`config.mk`:
```
export PLATFORM = sky130hd
export DESIGN_NAME = out_port_uart_flat
export DESIGN_NICKNAME = d
export VERILOG_FILES = /design/src/rtl/out_port_uart_pkg.sv /design/src/rtl/out_port_uart_if.sv /design/src/rtl/out_port_uart_fifo.sv /design/src/rtl/out_port_uart.sv /design/src/flat_wrapper.sv
export SDC_FILE = /design/constraint.sdc
export NUM_CORES = 1
export LEC_CHECK = 0
export ABC_AREA = 1
export BUFFER_PORTS_ARGS = -buffer_cell sky130_fd_sc_hd__buf_2
export CORE_MARGIN = 5
export CORE_UTILIZATION = 33
export DETAILED_ROUTE_END_ITERATION = 16
export SETUP_SLACK_MARGIN = 0.05
export SYNTH_ARGS = -nofsm -noshare
export SYNTH_HDL_FRONTEND = slang
export SYNTH_SLANG_ARGS = --single-unit
```
`constraint.sdc`:
```
create_clock -name clk -period 3.9 [get_ports clk]
set_input_delay 0.195 -clock clk [delete_from_list [all_inputs] [get_ports clk]]
set_output_delay 0.195 -clock clk [all_outputs]
set_load 0.02 [all_outputs]
```
`src/rtl/out_port_uart_pkg.sv`:
```
`default_nettype none
// ============================================================================
//  Module      : nic8_uart_pkg
//  Description : Shared TX state encoding and UART constants for the CPU
//                output-port serializer.
//  Revision    : 1.0 - initial release
// ============================================================================
package nic8_uart_pkg;

    localparam int   UART_DATA_BITS  = 8;
    localparam logic UART_IDLE_LEVEL = 1'b1;

    typedef enum logic [2:0] {
        IDLE   = 3'd0,
        START  = 3'd1,
        DATA   = 3'd2,
        PARITY = 3'd3,
        STOP   = 3'd4
    } tx_state_t;

    function automatic logic even_parity(input logic [UART_DATA_BITS-1:0] d);
        return ^d;
    endfunction

endpackage
`default_nettype wire

```
`src/rtl/out_port_uart_if.sv`:
```
`default_nettype none
// ============================================================================
//  Module      : out_port_uart_if
//  Description : Output-port strobe/data bus plus serial line and status.
//  Revision    : 1.0 - initial release
// ============================================================================
interface out_port_uart_if;
    import nic8_uart_pkg::*;

    logic                      doOut;
    logic [UART_DATA_BITS-1:0] dbus;
    logic                      txd;
    logic                      busy;
    logic                      full;
    logic                      dropped;

    modport master (
        output doOut,
        output dbus,
        input  txd,
        input  busy,
        input  full,
        input  dropped
    );

    modport slave (
        input  doOut,
        input  dbus,
        output txd,
        output busy,
        output full,
        output dropped
    );

endinterface
`default_nettype wire

```
`src/rtl/out_port_uart_fifo.sv`:
```
`default_nettype none
// ============================================================================
//  Module      : out_fifo
//  Description : DEPTH x 8 byte FIFO with show-ahead read; a pop on the same
//                edge frees a slot for a push even when full.
//  Revision    : 1.0 - initial release
// ============================================================================
module out_fifo
    import nic8_uart_pkg::*;
#(
    parameter int DEPTH = 4
) (
    input  wire                              clk,
    input  wire                              resetB,
    input  wire                              push,
    input  wire                              pop,
    input  wire  [UART_DATA_BITS-1:0]        din,
    output logic [UART_DATA_BITS-1:0]        dout,
    output logic [$clog2(DEPTH+1)-1:0]       count,
    output logic                             full,
    output logic                             empty
);

    localparam int c_PTR_W = (DEPTH > 1) ? $clog2(DEPTH) : 1;
    localparam int c_CNT_W = $clog2(DEPTH + 1);

    logic [UART_DATA_BITS-1:0] r_mem [DEPTH];
    logic [c_PTR_W-1:0]        r_wr_ptr;
    logic [c_PTR_W-1:0]        r_rd_ptr;
    logic [c_CNT_W-1:0]        r_count;
    logic                      r_full;
    logic [c_CNT_W-1:0]        w_count_next;
    logic                      w_do_push;
    logic                      w_do_pop;

    assign w_do_pop  = pop && (r_count != '0);
    assign w_do_push = push && (!r_full || w_do_pop);

    always_comb begin
        w_count_next = r_count;
        case ({w_do_push, w_do_pop})
            2'b10:   w_count_next = r_count + c_CNT_W'(1);
            2'b01:   w_count_next = r_count - c_CNT_W'(1);
            default: w_count_next = r_count;
        endcase
    end

    always_ff @(posedge clk) begin
        if (w_do_push) begin
            r_mem[r_wr_ptr] <= din;
        end
    end

    // Pointers wrap naturally because DEPTH is a power of two.
    always_ff @(posedge clk or negedge resetB) begin
        if (!resetB) begin
            r_wr_ptr <= '0;
            r_rd_ptr <= '0;
            r_count  <= '0;
            r_full   <= 1'b0;
        end else begin
            if (w_do_push) begin
                r_wr_ptr <= r_wr_ptr + c_PTR_W'(1);
            end
            if (w_do_pop) begin
                r_rd_ptr <= r_rd_ptr + c_PTR_W'(1);
            end
            r_count <= w_count_next;
            r_full  <= (w_count_next == c_CNT_W'(DEPTH));
        end
    end

    assign dout  = r_mem[r_rd_ptr];
    assign count = r_count;
    assign full  = r_full;
    assign empty = (r_count == '0);

endmodule
`default_nettype wire

```
`src/rtl/out_port_uart.sv`:
```
`default_nettype none
// ============================================================================
//  Module      : out_port_uart
//  Description : Captures output-port strobes into a FIFO and serializes them
//                as 8N1 (8E1 with OUT_PORT_UART_PARITY_EN defined), LSB first.
//  Revision    : 1.0 - initial release
// ============================================================================
module out_port_uart
    import nic8_uart_pkg::*;
#(
    parameter int CLKS_PER_BIT = 16,
    parameter int DEPTH        = 4
) (
    input wire             clk,
    input wire             resetB,
    out_port_uart_if.slave bus
);

    localparam int c_CNT_W  = $clog2(DEPTH + 1);
    localparam int c_BAUD_W = (CLKS_PER_BIT > 1) ? $clog2(CLKS_PER_BIT) : 1;
    localparam int c_BIT_W  = $clog2(UART_DATA_BITS);
    localparam logic [c_BAUD_W-1:0] c_BAUD_LAST = c_BAUD_W'(CLKS_PER_BIT - 1);
    localparam logic [c_BIT_W-1:0]  c_BIT_LAST  = c_BIT_W'(UART_DATA_BITS - 1);

    tx_state_t                 r_state;
    tx_state_t                 w_state_next;
    logic [c_BAUD_W-1:0]       r_baud;
    logic [c_BAUD_W-1:0]       w_baud_next;
    logic [c_BIT_W-1:0]        r_bit;
    logic [c_BIT_W-1:0]        w_bit_next;
    logic [UART_DATA_BITS-1:0] r_shift;
    logic [UART_DATA_BITS-1:0] w_shift_next;
    logic                      r_parity;
    logic                      w_parity_next;
    logic                      r_txd;
    logic                      w_txd_next;
    logic                      r_busy;
    logic                      w_busy_next;
    logic                      r_dropped;
    logic                      w_pop;
    logic                      w_baud_done;

    logic [UART_DATA_BITS-1:0] w_fifo_dout;
    logic [c_CNT_W-1:0]        w_fifo_count;
    logic                      w_fifo_full;
    logic                      w_unused_empty;

    out_fifo #(
        .DEPTH (DEPTH)
    ) u_fifo (
        .clk    (clk),
        .resetB (resetB),
        .push   (bus.doOut),
        .pop    (w_pop),
        .din    (bus.dbus),
        .dout   (w_fifo_dout),
        .count  (w_fifo_count),
        .full   (w_fifo_full),
        .empty  (w_unused_empty)
    );

    assign w_baud_done = (r_baud == c_BAUD_LAST);

    always_ff @(posedge clk or negedge resetB) begin
        if (!resetB) begin
            r_state  <= IDLE;
            r_baud   <= '0;
            r_bit    <= '0;
            r_shift  <= '0;
            r_parity <= 1'b0;
            r_txd    <= UART_IDLE_LEVEL;
            r_busy   <= 1'b0;
        end else begin
            r_state  <= w_state_next;
            r_baud   <= w_baud_next;
            r_bit    <= w_bit_next;
            r_shift  <= w_shift_next;
            r_parity <= w_parity_next;
            r_txd    <= w_txd_next;
            r_busy   <= w_busy_next;
        end
    end

    // txd is computed one cycle ahead so the line itself is a flop output.
    always_comb begin
        w_state_next  = r_state;
        w_baud_next   = r_baud;
        w_bit_next    = r_bit;
        w_shift_next  = r_shift;
        w_parity_next = r_parity;
        w_txd_next    = r_txd;
        w_busy_next   = r_busy;
        w_pop         = 1'b0;
        case (r_state)
            IDLE: begin
                w_txd_next = UART_IDLE_LEVEL;
                if (w_fifo_count != '0) begin
                    w_pop         = 1'b1;
                    w_shift_next  = w_fifo_dout;
                    w_parity_next = even_parity(w_fifo_dout);
                    w_busy_next   = 1'b1;
                    w_txd_next    = ~UART_IDLE_LEVEL;
                    w_baud_next   = '0;
                    w_bit_next    = '0;
                    w_state_next  = START;
                end
            end
            START: begin
                if (w_baud_done) begin
                    w_baud_next  = '0;
                    w_txd_next   = r_shift[0];
                    w_state_next = DATA;
                end else begin
                    w_baud_next = r_baud + c_BAUD_W'(1);
                end
            end
            DATA: begin
                if (w_baud_done) begin
                    w_baud_next = '0;
                    if (r_bit == c_BIT_LAST) begin
`ifdef OUT_PORT_UART_PARITY_EN
                        w_txd_next   = r_parity;
                        w_state_next = PARITY;
`else
                        w_txd_next   = UART_IDLE_LEVEL;
                        w_state_next = STOP;
`endif
                    end else begin
                        w_bit_next   = r_bit + c_BIT_W'(1);
                        w_shift_next = r_shift >> 1;
                        w_txd_next   = r_shift[1];
                    end
                end else begin
                    w_baud_next = r_baud + c_BAUD_W'(1);
                end
            end
            PARITY: begin
`ifdef OUT_PORT_UART_PARITY_EN
                if (w_baud_done) begin
                    w_baud_next  = '0;
                    w_txd_next   = UART_IDLE_LEVEL;
                    w_state_next = STOP;
                end else begin
                    w_baud_next = r_baud + c_BAUD_W'(1);
                end
`else
                w_baud_next  = '0;
                w_txd_next   = UART_IDLE_LEVEL;
                w_busy_next  = 1'b0;
                w_state_next = IDLE;
`endif
            end
            STOP: begin
                if (w_baud_done) begin
                    w_baud_next  = '0;
                    w_txd_next   = UART_IDLE_LEVEL;
                    w_busy_next  = 1'b0;
                    w_state_next = IDLE;
                end else begin
                    w_baud_next = r_baud + c_BAUD_W'(1);
                end
            end
            default: begin
                w_baud_next  = '0;
                w_txd_next   = UART_IDLE_LEVEL;
                w_busy_next  = 1'b0;
                w_state_next = IDLE;
            end
        endcase
    end

    // A write racing the IDLE pop is accepted by the FIFO, so it is not a drop.
    always_ff @(posedge clk or negedge resetB) begin
        if (!resetB) begin
            r_dropped <= 1'b0;
        end else if (bus.doOut && w_fifo_full && !w_pop) begin
            r_dropped <= 1'b1;
        end
    end

    assign bus.txd     = r_txd;
    assign bus.busy    = r_busy;
    assign bus.full    = w_fifo_full;
    assign bus.dropped = r_dropped;

endmodule
`default_nettype wire

```
`src/flat_wrapper.sv`:
```
// flat-port wrapper written by rule: the top's interface ports become plain ports
module out_port_uart_flat import nic8_uart_pkg::*;
#(
    parameter int CLKS_PER_BIT = 16,
    parameter int DEPTH        = 4
)
  (clk, resetB, bus_doOut, bus_dbus, bus_txd, bus_busy, bus_full, bus_dropped);
  out_port_uart_if bus_i ();
  input wire clk;
  input wire resetB;
  input wire logic [$bits(bus_i.doOut)-1:0] bus_doOut;
  input wire logic [$bits(bus_i.dbus)-1:0] bus_dbus;
  output wire logic [$bits(bus_i.txd)-1:0] bus_txd;
  output wire logic [$bits(bus_i.busy)-1:0] bus_busy;
  output wire logic [$bits(bus_i.full)-1:0] bus_full;
  output wire logic [$bits(bus_i.dropped)-1:0] bus_dropped;
  assign bus_i.doOut = bus_doOut;
  assign bus_i.dbus = bus_dbus;
  assign bus_txd = bus_i.txd;
  assign bus_busy = bus_i.busy;
  assign bus_full = bus_i.full;
  assign bus_dropped = bus_i.dropped;
  out_port_uart #(.CLKS_PER_BIT(CLKS_PER_BIT), .DEPTH(DEPTH)) u_core (.clk(clk), .resetB(resetB), .bus(bus_i));
endmodule
```
## Yosys cells after proc, flatten, opt, wreduce, memory -nomap -nowiden

Memory sizes are Yosys's and may differ from the RTL's.
Index checks and enable logic that the tools add are counted.

- ROM bits: 0
- Logic and storage cells: 80
- RAM bits: 32
- Register bits after elaboration: 29
- Memories: 1
- Bits of input ports: 11
- Bits in latches: 0

- $mul: 0
- Equality and inequality tests: 14
- Reduce and logical (&&, ||, !) cells: 16
- Divide/modulo/power cells: 0
- $lt $le $gt $ge: 0
- Bitwise operators: 1
- $add $sub $neg: 6
- Multiplexer cells: 31
- Shift-type cells: 0

Memories:

| memory | words | bits a word | rd ports | clocked after Yosys merged registers in | wr ports | line | RTL |
|---|---|---|---|---|---|---|---|
| u_core.u_fifo.r_mem | 4 | 8 | 1 | 0 | 1 | out_port_uart_fifo.sv:27 | `logic [UART_DATA_BITS-1:0] r_mem [DEPTH];` |

Operators with widths:

| operator | number |
|---|---|
| $mux 3 | 8 |
| $mux 8 | 3 |
| $pmux 8 s2 | 1 |
| $pmux 3 s2 | 2 |
| $pmux 3 s4 | 1 |
| $mux 1 | 11 |
| $ne 2x1->1 const B | 5 |
| $eq 3x3->1 const B | 3 |
| $mux 4 | 2 |
| $pmux 4 s2 | 1 |
| $add 3x1->3 const B | 2 |
| $reduce_and 3->1 | 2 |
| $reduce_and 5->1 | 1 |
| $add 2x1->2 const B | 2 |
| $add 4x1->4 const B | 1 |
| $eq 4x4->1 const B | 1 |
| $logic_and 1x1->1 | 4 |
| $pmux 1 s4 | 1 |
| $reduce_and 4->1 | 1 |
| $eq 3x1->1 const B | 1 |
| $eq 3x2->1 const B | 1 |
| $logic_not 3->1 | 1 |
| $pmux 1 s3 | 1 |
| $reduce_bool 3->1 | 1 |
| 10 further kinds | 11 |

## Longest topological paths before layout

Gate-level depths: netlist of run 1.

- Depth after elaboration: 9
- Mapped depth: 14

## Hierarchy

Synthesis of run 1 repeated with hierarchy kept, for this count alone.

- Cell total of the unflattened synthesis: 288
- Area, all modules: 2920.3 um^2

By module, submodules not included:

| module | cells each | instances | area each (um^2) |
|---|---|---|---|
| out_fifo | 137 | 1 | 1695.4 |
| out_port_uart | 151 | 1 | 1224.9 |

## Least setup slack after synthesis of run 1

OpenSTA, ideal clock, no wires.

- Path type: register to register
- Start: register u_core.r_state[1]
- End: register u_core.u_fifo.r_full (netlist: u_core.u_fifo.full)
- Required time: 3781 ps
- Setup time: 119 ps
- Clock period less this slack: 2126 ps
- Slack: 1774 ps
- Stages on the path, launching flop included: 15
- Data arrival time: 2007 ps
- Cells stage by stage: dfrtp_1 > inv_2 > nand2_2 > nor2_2 > nand2_4 > nand2_1 > nand2_2 > ha_1 > inv_1 > fa_1 > nand2_1 > o21ai_0 > inv_1 > nor2_1 > and2_1

- Word-level cells in the longest chain between the ends: 8

RTL lines:

| element | line | RTL |
|---|---|---|
| start: declaration | out_port_uart.sv:25 | `tx_state_t r_state;` |
| start signal: assignment | out_port_uart.sv:74 | `r_state <= w_state_next;` |
| $logic_not 3->1 * | out_port_uart.sv:94 | `case (r_state)` |
| $mux 1 * | out_port_uart.sv:94 |  |
| $logic_and 1x1->1 * | out_port_uart_fifo.sv:36 | `assign w_do_pop = pop && (r_count != '0);` |
| $logic_or 1x1->1 | out_port_uart_fifo.sv:37 | `assign w_do_push = push && (!r_full \|\| w_do_pop);` |
| $logic_and 1x1->1 | out_port_uart_fifo.sv:37 |  |
| $eq 2x1->1 / $eq 2x2->1 (equally long branches) | out_port_uart_fifo.sv:41 | `case ({w_do_push, w_do_pop})` |
| $pmux 3 s2 * | out_port_uart_fifo.sv:41 |  |
| named net u_core.u_fifo.w_count_next[1] | out_port_uart_fifo.sv:32 | `logic [c_CNT_W-1:0] w_count_next;` |
| $eq 3x3->1 * | out_port_uart_fifo.sv:69 | `r_full <= (w_count_next == c_CNT_W'(DEPTH));` |
| end signal: assignment | out_port_uart_fifo.sv:69 |  |
| end: declaration | out_port_uart_fifo.sv:31 | `logic r_full;` |

The timed path passes the listed nets; every way through them passes the cells marked *.
A chain may end at the register's enable or synchronous reset.

## Final worst setup path of run 1

Same ends and word-level chain as after synthesis.

==> flow_metrics.env, run 1 <==
export IMPL_initial_utilization_pct=34.09
export IMPL_place_congestion=0.7921
export IMPL_post_cts_resized=0
export IMPL_p_leak_nw=1.442
export IMPL_grt_use_total_pct=10.78
export IMPL_drt_iter0_markers=96
export IMPL_drt_wirelength_per_cell_um=11.95
export IMPL_grt_pass1_wl_um=8556
export IMPL_setup_viol=0
export IMPL_wl_um=4972
export IMPL_ys_seq_elements=61
export IMPL_status="finished, final reports clean"
export IMPL_syn_area_per_cell_um2=9.891
export IMPL_grtUsageMet3_pct=2.706
export IMPL_n_antenna_cell=0
export IMPL_grt_ovfl_total=0
export IMPL_synth_warning_count=0
export IMPL_vias_per_cell=4.536
export IMPL_die_h_um=102.6
export IMPL_grt_pass1_vias=1800
export IMPL_vdd_drop_max_mv=0.3282
export IMPL_grt_max_degree=30
export IMPL_ios=15
export IMPL_finalCritPeriodShare_pct=58.62
export IMPL_grt_antenna_before_repair=0
export IMPL_synth_fp_nets=306
export IMPL_nets=326
export IMPL_io_buffers=14
export IMPL_seq_area_frac_synth_pct=59.66
export IMPL_tightest_slew_ns=0.8177
export IMPL_drive_above_1_share_pct=15.43
export IMPL_hold_class="in -> reg"
export IMPL_grt_util_met1_pct=13.13
export IMPL_vias=1887
export IMPL_firstDrtPassIters=4
export IMPL_finalClockSkew_ns=0.008055
export IMPL_drv_slew=0
export IMPL_hpwl_um=3453
export IMPL_die_area_um2=10520
export IMPL_clock_sinks=61
export IMPL_hold_buffers=1
export IMPL_rows=33
export IMPL_path_max_fanout=8
export IMPL_drcViolationCount=0
export IMPL_rsz0062_at_grt="no"
export IMPL_slew_limit_headroom_pct=45.28
export IMPL_worst_endpoint_required_ns=4.12
export IMPL_hold_viol=0
export IMPL_fmax_ghz=0.4374
export IMPL_postSynthCellCount=286
export IMPL_clk_pin_slew_ns=0.07
export IMPL_coreArea_um2=8299
export IMPL_netlist_area_um2=2829
export IMPL_cts_made_buffers=9
export IMPL_p_per_area_nw_per_um2=537.7
export IMPL_cts_tree="built"
export IMPL_synth_distinct_cells=34
export IMPL_clock_path_buffers=2
export IMPL_holdWs_ns=0.07627
export IMPL_cts_htree_levels=3
export IMPL_drt_antenna_violating_nets=0
export IMPL_die_w_um=102.6
export IMPL_root_buffer="clkbuf_8"
export IMPL_min_period_ns=2.286
export IMPL_finalSetupTns_ns=0
export IMPL_fin_util_pct=38.90
export IMPL_worstSetupPathType="reg -> reg"
export IMPL_finalPower_w=0.001736
export IMPL_cp_end_kind="register"
export IMPL_max_cap_violations=0
export IMPL_globalRouteMet2Util_pct=17.68
export IMPL_post_cts_setup_buffers=0
export IMPL_cp_arrival_ns=2.51
export IMPL_clk_latency_ns=0.33
export IMPL_grt_busiest_layer="met2"
export IMPL_syn2layout_area_growth_pct=14.11
export IMPL_start_kind="register"
-- critical path, stage by stage (launching register included) --
cell and delay [ns]:
dfrtp_1 0.44, inv_2 0.13, nand2_2 0.07, nor2_2 0.14, nand2_4 0.10, nand2_1 0.08, nand2_2 0.09, ha_1 0.22
inv_1 0.08, fa_1 0.41, nand2_1 0.07, o21ai_0 0.07, inv_1 0.07, nor2_1 0.04, and2_1 0.15
-- cell usage after synthesis --
cell,count,area share [%]
dfrtp_1,28,25
xnor2_1,1,0.31
ha_1,8,3.5
o21ai_1,1,0.18
buf_2,2,0.35
a21oi_1,4,0.71
nand3_2,1,0.35
o21ai_0,5,0.88
nand4_1,4,0.88
nor2_4,2,0.80
buf_4,1,0.27
inv_4,1,0.22
nand2_4,2,0.80
inv_1,22,2.9
a21boi_0,1,0.27
a31o_2,1,0.31
nand2_2,8,1.8
nor2_1,16,2.1
xor2_1,3,0.93
fa_1,1,0.71
nand3_1,29,5.1
a22o_1,1,0.31
nor2_2,2,0.44
and2_1,1,0.22
inv_2,1,0.13
clkinv_1,1,0.13
edfxtp_1,32,34
or2_2,1,0.22
nand3_4,1,0.62
nand3b_1,1,0.27
dfstp_2,1,0.93
buf_6,3,1.2
o22ai_1,1,0.22
nand2_1,99,13
-- power breakdown --
group | leakage (nW) | internal [W] | switching (W) | total, W
sequential | 0.645 | 0.000786 | 0.0000381 | 0.000824
combinational | 0.679 | 0.0000787 | 0.000162 | 0.000241
clock | 0.119 | 0.000438 | 0.000233 | 0.000671
-- routing by layer --
layer / vias to the layer above / wire length [um] / share of wire (%)
li1: 972 / - / -
met1: 882 / 2239 / 45
met2: 26 / 2492 / 50
met3: 7 / 151 / 3.0
met4: 0 / 88 / 1.8
met5: - / 0 / 0
-- placed cells by master (no fill, tap or decap), drive strengths merged --
master       Yosys  layout
a21oi            4       4
and2             1       1
buf              6      14
dfstp            1       1
xnor2            1       1
or2              1       1
o21ai            6       6
nor2            20      20
clkinv           1       3
inv             24      24
dlygate4sd3      0       1
o22ai            1       1
nand2          109     109
a31o             1       1
edfxtp          32      32
fa               1       1
xor2             3       3
nand3b           1       1
dfrtp           28      28
nand3           31      31
nand4            4       4
a22o             1       1
bufinv           0       3
clkbuf           0      11
ha               8       8
a21boi           1       1
-- through the flow --
stage | worst slack [ns] | std cells | area [um^2]
final | 1.614 | 416 | 3228
after global routing | 1.428 | 416 | 3228
after CTS | 1.591 | 416 | 3228
after detailed placement | 1.592 | 399 | 2979
after global placement | 1.681 | 399 | 2979
after floorplan | 1.774 | 286 | 2829
-- registers in the layout, summed over array words and instances, names as in the netlist --
| signal | count |
|---|---|
| u_core.bus.busy | 1 |
| u_core.bus.dropped | 1 |
| u_core.bus.txd | 1 |
| u_core.r_baud | 4 |
| u_core.r_bit | 3 |
| u_core.r_shift | 8 |
| u_core.r_state | 3 |
| u_core.u_fifo.count | 3 |
| u_core.u_fifo.full | 1 |
| u_core.u_fifo.r_mem | 32 |
| u_core.u_fifo.r_rd_ptr | 2 |
| u_core.u_fifo.r_wr_ptr | 2 |
-- worst paths after layout --
kind	from	to	slack (ns)	depth (start not counted)
setup / recovery	u_core.r_state[1]	u_core.u_fifo.full	1.61	14
hold / removal	bus_dbus[4]	u_core.u_fifo.r_mem[0][4]	0.08	1
setup reg to reg	u_core.r_state[1]	u_core.u_fifo.full	1.61	14
hold reg to reg	u_core.r_shift[4]	u_core.r_shift[4]	0.48	2
max in group asynchronous	resetB	u_core.r_shift[4]	3.04	2
min in group asynchronous	resetB	u_core.r_state[2]	0.43	2
-- logic make-up (layout without fill, tap and decap cells) --
| logic type | after synthesis | count (layout) | synth area share (%) |
|---|---|---|---|
| adders and majority gates | 9 | 9 | 4.246 |
| DFF | 61 | 61 | 59.66 |
| AOI/OAI and AO/OA | 14 | 14 | 2.875 |
| buffers and inverters | 31 | 56 | 5.219 |
| and+or+nand+nor | 167 | 167 | 26.76 |
| xor gates and xnor gates | 4 | 4 | 1.239 |
-- layout make-up --
type	instances	area [um^2]
fill	805	5071
multi-input combinational	194	993.5
sequential	61	1688
clock inverter	5	97.59
tap	105	131.4
inverter	25	96.34
clock buffer	11	141.4
timing repair buffer	15	80.08
(Power assumes the default switching activity.)
==> run 2, diff against run 1 <==
- ABC_AREA: 1 -> 0
- clock period: 3.9 -> 2.1 ns (I/O delays scaled with it)
==> run 2 against run 1 <==
Effect of this change:
- the run now ends with setup timing left
- clock skew is essentially flat
- synthesized area shrank 4.0%
- combinational power rose to 6.4 times the previous value
- sequential cell count is the same
- critical path depth fell by 3
==> flow_metrics.env, run 2 <==
export IMPL_cp_cell_sequence="nor3_2 > nand2b_4 > a21boi_4 > inv_2 > ha_4 > inv_2 > fa_2 > xor2_1 > nor2_1 > xor2_1 > nor3b_2"
export IMPL_fin_ws_ns=-0.01385
export IMPL_synth_top_cell_area_share_pct=35.38
export IMPL_nets=246
export IMPL_ys_flop_type="edfxtp_1"
export IMPL_initial_utilization_pct=33.39
export IMPL_p_per_area_nw_per_um2=1338
export IMPL_synth_edf_count=32
export IMPL_firstDrtPassIters=4
export IMPL_grt_max_degree=30
export IMPL_drv_slew=0
export IMPL_finalPower_w=0.004431
export IMPL_syn_area_per_cell_um2=14.93
export IMPL_ys_seq_elements=61
export IMPL_vias=1598
export IMPL_combPwrFrac_pct=35.0
export IMPL_min_period_ns=2.114
export IMPL_status="finished with violations"
export IMPL_place_congestion=0.7763
export IMPL_finalCritPeriodShare_pct=100.7
export IMPL_drive_above_1_share_pct=32.90
export IMPL_fmax_ghz=0.4731
export IMPL_worstSetupPathType="reg -> reg"
export IMPL_power_frac_seq_pct=41.5
export IMPL_slew_limit_headroom_pct=56.64
export IMPL_largest_register_ffs=32
export IMPL_regToRegStartpoint="u_core.u_fifo.count[1]"
export IMPL_async_flop_share_pct=47.54
export IMPL_cts_tree="built"
export IMPL_rows=33
export IMPL_startpoint="u_core.u_fifo.count[1]"
export IMPL_seq_area_frac_synth_pct=62.14
export IMPL_hpwl_um=3149
export IMPL_yosysMostFrequentCell="edfxtp_1"
export IMPL_cp_arrival_ns=2.37
export IMPL_violations="setup timing"
export IMPL_netlist_area_um2=2716
export IMPL_root_buffer="clkbuf_8"
export IMPL_postSynthCellCount=182
export IMPL_fin_util_pct=40.70
export IMPL_drt_antenna_violating_nets=0
export IMPL_fin_cells=336
export IMPL_synthTopCellsByCount="edfxtp_1, dfrtp_1, a22o_1, nand3_1"
export IMPL_r2r_cells=11
export IMPL_power_switching_w=0.001421
export IMPL_power_share_switching_pct=32.06
export IMPL_grt_use_total_pct=10.62
export IMPL_cts_htree_levels=3
export IMPL_path_max_fanout=4
export IMPL_die_area_um2=10150
export IMPL_mostFrequentLayoutCells="edfxtp_1, dfrtp_1, buf_4"
export IMPL_clkPwrFrac_pct=23.5
export IMPL_coreArea_um2=8134
export IMPL_hp_start="bus_doOut"
export IMPL_wl_um=4629
export IMPL_n_antenna_cell=0
export IMPL_grt_pass1_vias=1654
export IMPL_vdd_drop_max_mv=0.6273
export IMPL_slowest_delay_ns=0.39
export IMPL_syn2layout_area_growth_pct=21.88
export IMPL_drt_wirelength_per_cell_um=13.78
export IMPL_cts_made_buffers=9
export IMPL_drt_iter0_markers=48
export IMPL_grt_antenna_before_repair=0
export IMPL_synth_largest_area_cell="edfxtp_1"
export IMPL_holdPathStages=2
export IMPL_finalClockSkew_ns=0.007908
export IMPL_layout_commonest_cell="edfxtp_1"
export IMPL_min_to="u_core.bus.dropped"
export IMPL_cp_end_kind="register"
export IMPL_ios=15
export IMPL_die_w_um=100.7
export IMPL_grt_ovfl_total=0
export IMPL_max_cap_violations=0
export IMPL_hold_viol=0
export IMPL_tightest_slew_ns=0.6504
export IMPL_rsz0062_at_grt="yes"
export IMPL_setup_viol=1
export IMPL_vias_per_cell=4.756
export IMPL_synth_warning_count=0
export IMPL_p_leak_nw=1.374
export IMPL_grt_pass1_wl_um=8079
export IMPL_crit_path_top_delay_cell="dfrtp_1"
export IMPL_regMostFlops="u_core.u_fifo.r_mem"
export IMPL_clock_sinks=61
export IMPL_hold_class="in -> reg"
export IMPL_intPower_w=0.003010
export IMPL_reg2reg_slack_ns=-0.01
export IMPL_clk_latency_ns=0.33
export IMPL_io_buffers=14
export IMPL_largestRegisters="u_core.u_fifo.r_mem: 32 flops, u_core.r_shift: 8 flops, u_core.r_baud: 4 flops"
export IMPL_die_h_um=100.7
export IMPL_synth_distinct_cells=43
export IMPL_synth_fp_nets=202
export IMPL_reg2reg_to="u_core.u_fifo.full"
export IMPL_worst_endpoint_required_ns=2.36
export IMPL_yosys_top_cells_area="edfxtp_1, dfrtp_1, mux4_2"
export IMPL_drcViolationCount=0
export IMPL_start_kind="register"
export IMPL_clock_path_buffers=2
export IMPL_clk_pin_slew_ns=0.07
export IMPL_place_inst=309
## run 2: cell count changes after synthesis, sizes merged, moves of 4 or more
cell   change
nand2    -100
nand3     -20
inv       -17
nor2      -13
a22o      +10
mux4       +8
a21o       +7
nor3       +5
and2       +4
nand4      -4
## run 2: worst max path at each step
stage | end | slack, ns | depth (start not counted)
2_1_floorplan | u_core.u_fifo.full | -0.07 | 12
3_3_place_gp | u_core.u_fifo.full | -0.06 | 11
3_5_place_dp | u_core.u_fifo.full | -0.14 | 11
4_1_cts | u_core.u_fifo.full | -0.05 | 11
5_1_grt | u_core.u_fifo.full | -0.17 | 11
6_report | u_core.u_fifo.full | -0.01 | 11
## run 2: cell families (layout without fill, tap and decap cells)
group	after synthesis	after routing	share of synthesized area, %
adder cells (fa/ha/maj)	9	9	4.422
AO/OA/AOI/OAI	29	29	8.291
multiplexers	13	13	8.751
flip-flops	61	61	62.14
AND/OR/NAND/NOR	46	46	10.13
buffers and inverters	16	65	3.684
XOR/XNOR	8	8	2.579
## run 2: timing repair
item | CTS | global route
buffers inserted | 1 | 1
endpoints found under the setup margin | 2 | 2
hold endpoints to repair | 60 | 0
gates resized for setup | 3 | 2
hold buffers | 9 | 0
pin swaps | 3 | 3
## run 2: through the flow
step	area (um^2)	setup TNS (ns)	setup slack, ns	hold slack (ns)
final	3311	-0.01385	-0.01385	0.03828
after global routing	3311	-0.1692	-0.1692	0.01718
after CTS	3293	-0.05152	-0.05152	0.02135
after detailed placement	2989	-0.1378	-0.1378	0.1884
after global placement	2989	-0.05856	-0.05856	0.1806
after floorplan	2738	-0.06695	-0.06695	-0.1906
## run 2: power by group through the flow
stage	Combinational (W)	Clock, W	Sequential [W]
global route	0.00172	0.00114	0.00188
detailed placement	0.00150	0	0.00187
CTS	0.00155	0.00107	0.00185
finish	0.00155	0.00104	0.00184
floorplan	0.00113	0	0.00184
global placement	0.00147	0	0.00186
## run 2: critical path: cells and delay by family, from the launching register on
kind            cells  cell delay (ns)
compound gates      1             0.06
xor+xnor            2             0.32
fa+ha+maj           2             0.45
buf+inv             2             0.09
flops               1             0.39
simple gates        4             0.71
## run 2: cell type report
type	instances	area, um^2
Clock inverter	6	71.32
Fill cell	747	4823
Inverter	7	26.28
Sequential cell	61	1688
Multi-Input combinational cell	105	963.4
Clock buffer	10	127.6
Timing Repair Buffer	42	302.8
Tap cell	105	131.4
## run 2: routing by layer
metal | wire [um] | track usage (%) | vias to the layer above
met1 | 2164 | 13.39 | 809
met5 | 0 | 0 | -
met4 | 87 | 5.596 | 0
met2 | 2234 | 16.00 | 21
met3 | 143 | 3.737 | 7
li1 | - | - | 761
==> run 3, diff against run 2 <==
- PLACE_DENSITY: not set -> 0.56
- SYNTH_HIERARCHICAL: not set -> 1
==> run 3 against run 2 <==
Effect of this change:
- the flow still finishes with violations (setup timing)
- synthesized cell count is 13% higher
- non-clock buffer count is 6 higher
- global-route usage is 0.36 points higher
- synthesized area is 2.1% higher
- sequential power hardly changed
- design area is 5.0% higher
- first-iteration DRC count is 19% higher
- die area is 1.9% higher
- critical path depth is 1 lower
- worst hold slack worse by 0.0078 ns
- via count is 9.4% higher
- routed wire length is 10% higher
==> flow_metrics.env, run 3 <==
export IMPL_hold_class="in -> reg"
export IMPL_die_area_um2=10340
export IMPL_wl_um=5112
export IMPL_die_w_um=101.7
export IMPL_clock_path_buffers=2
export IMPL_fill_cells=738
export IMPL_fin_area_um2=3477
export IMPL_max_cap_violations=0
export IMPL_tightest_slew_ns=0.6867
export IMPL_place_congestion=0.7493
export IMPL_path_max_fanout=3
export IMPL_multi_input_area_um2=1064
export IMPL_cts_htree_levels=3
export IMPL_drive_above_1_share_pct=34.35
export IMPL_cp_arrival_ns=2.65
export IMPL_initial_utilization_pct=33.76
export IMPL_grt_use_total_pct=10.98
export IMPL_syn_area_per_cell_um2=13.47
export IMPL_grt_pass1_wl_um=8487
export IMPL_grt_max_degree=30
export IMPL_start_kind="register"
export IMPL_mostFrequentLayoutCells="edfxtp_1, dfrtp_1, nand2_1"
export IMPL_firstDrtPassIters=4
export IMPL_grt_antenna_before_repair=0
export IMPL_ios=15
export IMPL_fin_ws_ns=-0.3010
export IMPL_wl_met1_um=2385
export IMPL_cts_made_buffers=9
export IMPL_drcViolationCount=0
export IMPL_rsz0062_at_grt="yes"
export IMPL_clkPwrFrac_pct=23.2
export IMPL_syn2layout_area_growth_pct=25.35
export IMPL_wl_met2_um=2506
export IMPL_worst_endpoint_required_ns=2.35
export IMPL_status="finished with violations"
export IMPL_cts_tree="built"
export IMPL_grt_ovfl_total=0
export IMPL_power_switching_w=0.001472
export IMPL_coreArea_um2=8217
export IMPL_drt_wirelength_per_cell_um=13.93
export IMPL_p_per_area_nw_per_um2=1288
export IMPL_root_buffer="clkbuf_8"
export IMPL_p_leak_nw=1.365
export IMPL_seq_area_um2=1688
export IMPL_intPower_w=0.003006
export IMPL_hold_viol=0
export IMPL_slew_limit_headroom_pct=54.22
export IMPL_vias=1748
export IMPL_synth_fp_nets=226
export IMPL_io_buffers=14
export IMPL_clk_pin_slew_ns=0.07
export IMPL_placed_area_um2=3124
export IMPL_postSynthCellCount=206
export IMPL_nets=277
export IMPL_power_share_switching_pct=32.87
export IMPL_violations="setup timing"
export IMPL_drt_antenna_violating_nets=0
export IMPL_finalCritPeriodShare_pct=114.3
export IMPL_vias_per_cell=4.763
export IMPL_highest_layer="met4"
export IMPL_largest_register_ffs=32
export IMPL_layout_commonest_cell="edfxtp_1"
export IMPL_worstSetupPathType="reg -> reg"
export IMPL_regMostFlops="u_core/u_fifo/r_mem"
export IMPL_synth_warning_count=6
export IMPL_largestRegisters="u_core/u_fifo/r_mem: 32 flops, u_core/r_shift: 8 flops, u_core/r_baud: 4 flops"
export IMPL_vdd_drop_max_mv=0.4906
export IMPL_setup_viol=3
export IMPL_rows=33
export IMPL_finalClockSkew_ns=0.006741
export IMPL_drv_slew=0
export IMPL_die_h_um=101.7
export IMPL_drt_iter0_markers=57
export IMPL_power_frac_seq_pct=41.6
export IMPL_routed_wl_met3_um=152
export IMPL_clk_latency_ns=0.34
export IMPL_cp_end_kind="register"
export IMPL_min_period_ns=2.401
export IMPL_grt_pass1_vias=1739
export IMPL_fmax_ghz=0.4165
export IMPL_fin_util_pct=42.32
export IMPL_netlist_area_um2=2774
export IMPL_hpwl_um=3466
export IMPL_clock_sinks=61
export IMPL_combPwrFrac_pct=35.3
export IMPL_n_antenna_cell=0
[run 3: worst max-delay path: stages (launching register included)]
cell,delay (ns)
dfrtp_1,0.38
or3_4,0.40
nor2_4,0.14
o31ai_4,0.10
inv_2,0.09
ha_4,0.14
inv_2,0.03
fa_2,0.33
xor2_1,0.15
or3_4,0.39
a211oi_2,0.17
[run 3: cell type report]
| type | instances | share of cell area [%] |
|---|---|---|
| sequential | 61 | 48.54 |
| tap | 105 | 3.778 |
| clock inverter | 6 | 2.087 |
| clock buffer | 10 | 3.670 |
| inverter | 8 | 0.8636 |
| multi-input combinational | 129 | 30.59 |
| timing repair buffer | 48 | 10.47 |
[run 3: final timing paths]
| path | start | endpoint | slack, ns | depth (start not counted) |
|---|---|---|---|---|
| hold reg to reg | u_core/bus.dropped | u_core/bus.dropped | 0.47 | 1 |
| min in group asynchronous | resetB | u_core/r_shift[3] | 0.36 | 2 |
| hold / removal | bus_doOut | u_core/bus.dropped | 0.03 | 3 |
| setup / recovery | u_core/r_state[1] | u_core/u_fifo/full | -0.30 | 10 |
| setup reg to reg | u_core/r_state[1] | u_core/u_fifo/full | -0.30 | 10 |
| max in group asynchronous | resetB | u_core/u_fifo/r_rd_ptr[1] | 1.30 | 2 |
[run 3: repair_timing]
action / 4_1_cts / 5_1_grt
resized for setup: 2 / 10
buffers inserted: 2 / 1
hold buffers: 9 / 0
pin swaps: 1 / 6
setup endpoints to repair: 3 / 4
hold endpoints to repair: 60 / 0
[run 3: power groups by stage]
| stage | logic (W) | clock network [W] | registers [W] |
|---|---|---|---|
| global route | 0.00174 | 0.00113 | 0.00191 |
| detailed placement | 0.00148 | 0 | 0.00190 |
| global placement | 0.00146 | 0 | 0.00188 |
| CTS | 0.00155 | 0.00107 | 0.00187 |
| finish | 0.00158 | 0.00104 | 0.00186 |
| floorplan | 0.000994 | 0 | 0.00187 |
[run 3: routing by layer]
layer	up-vias	GRT usage [%]
met3	6	3.099
met1	859	14.00
met2	24	17.10
li1	859	-
met5	-	0
met4	0	5.521
[run 3: per-stage QoR]
step	instances	TNS, ns	power (W)	hold slack (ns)	worst slack [ns]
4_1_cts	366	-0.5940	0.004493	0.009979	-0.3113
2_1_floorplan	206	-1.020	0.002860	-0.1906	-0.4490
5_1_grt	367	-0.8537	0.004788	0.03562	-0.3845
3_3_place_gp	339	-0.3956	0.003337	0.1853	-0.2741
6_report	367	-0.6019	0.004478	0.03048	-0.3010
3_5_place_dp	339	-0.5713	0.003375	0.1888	-0.3438
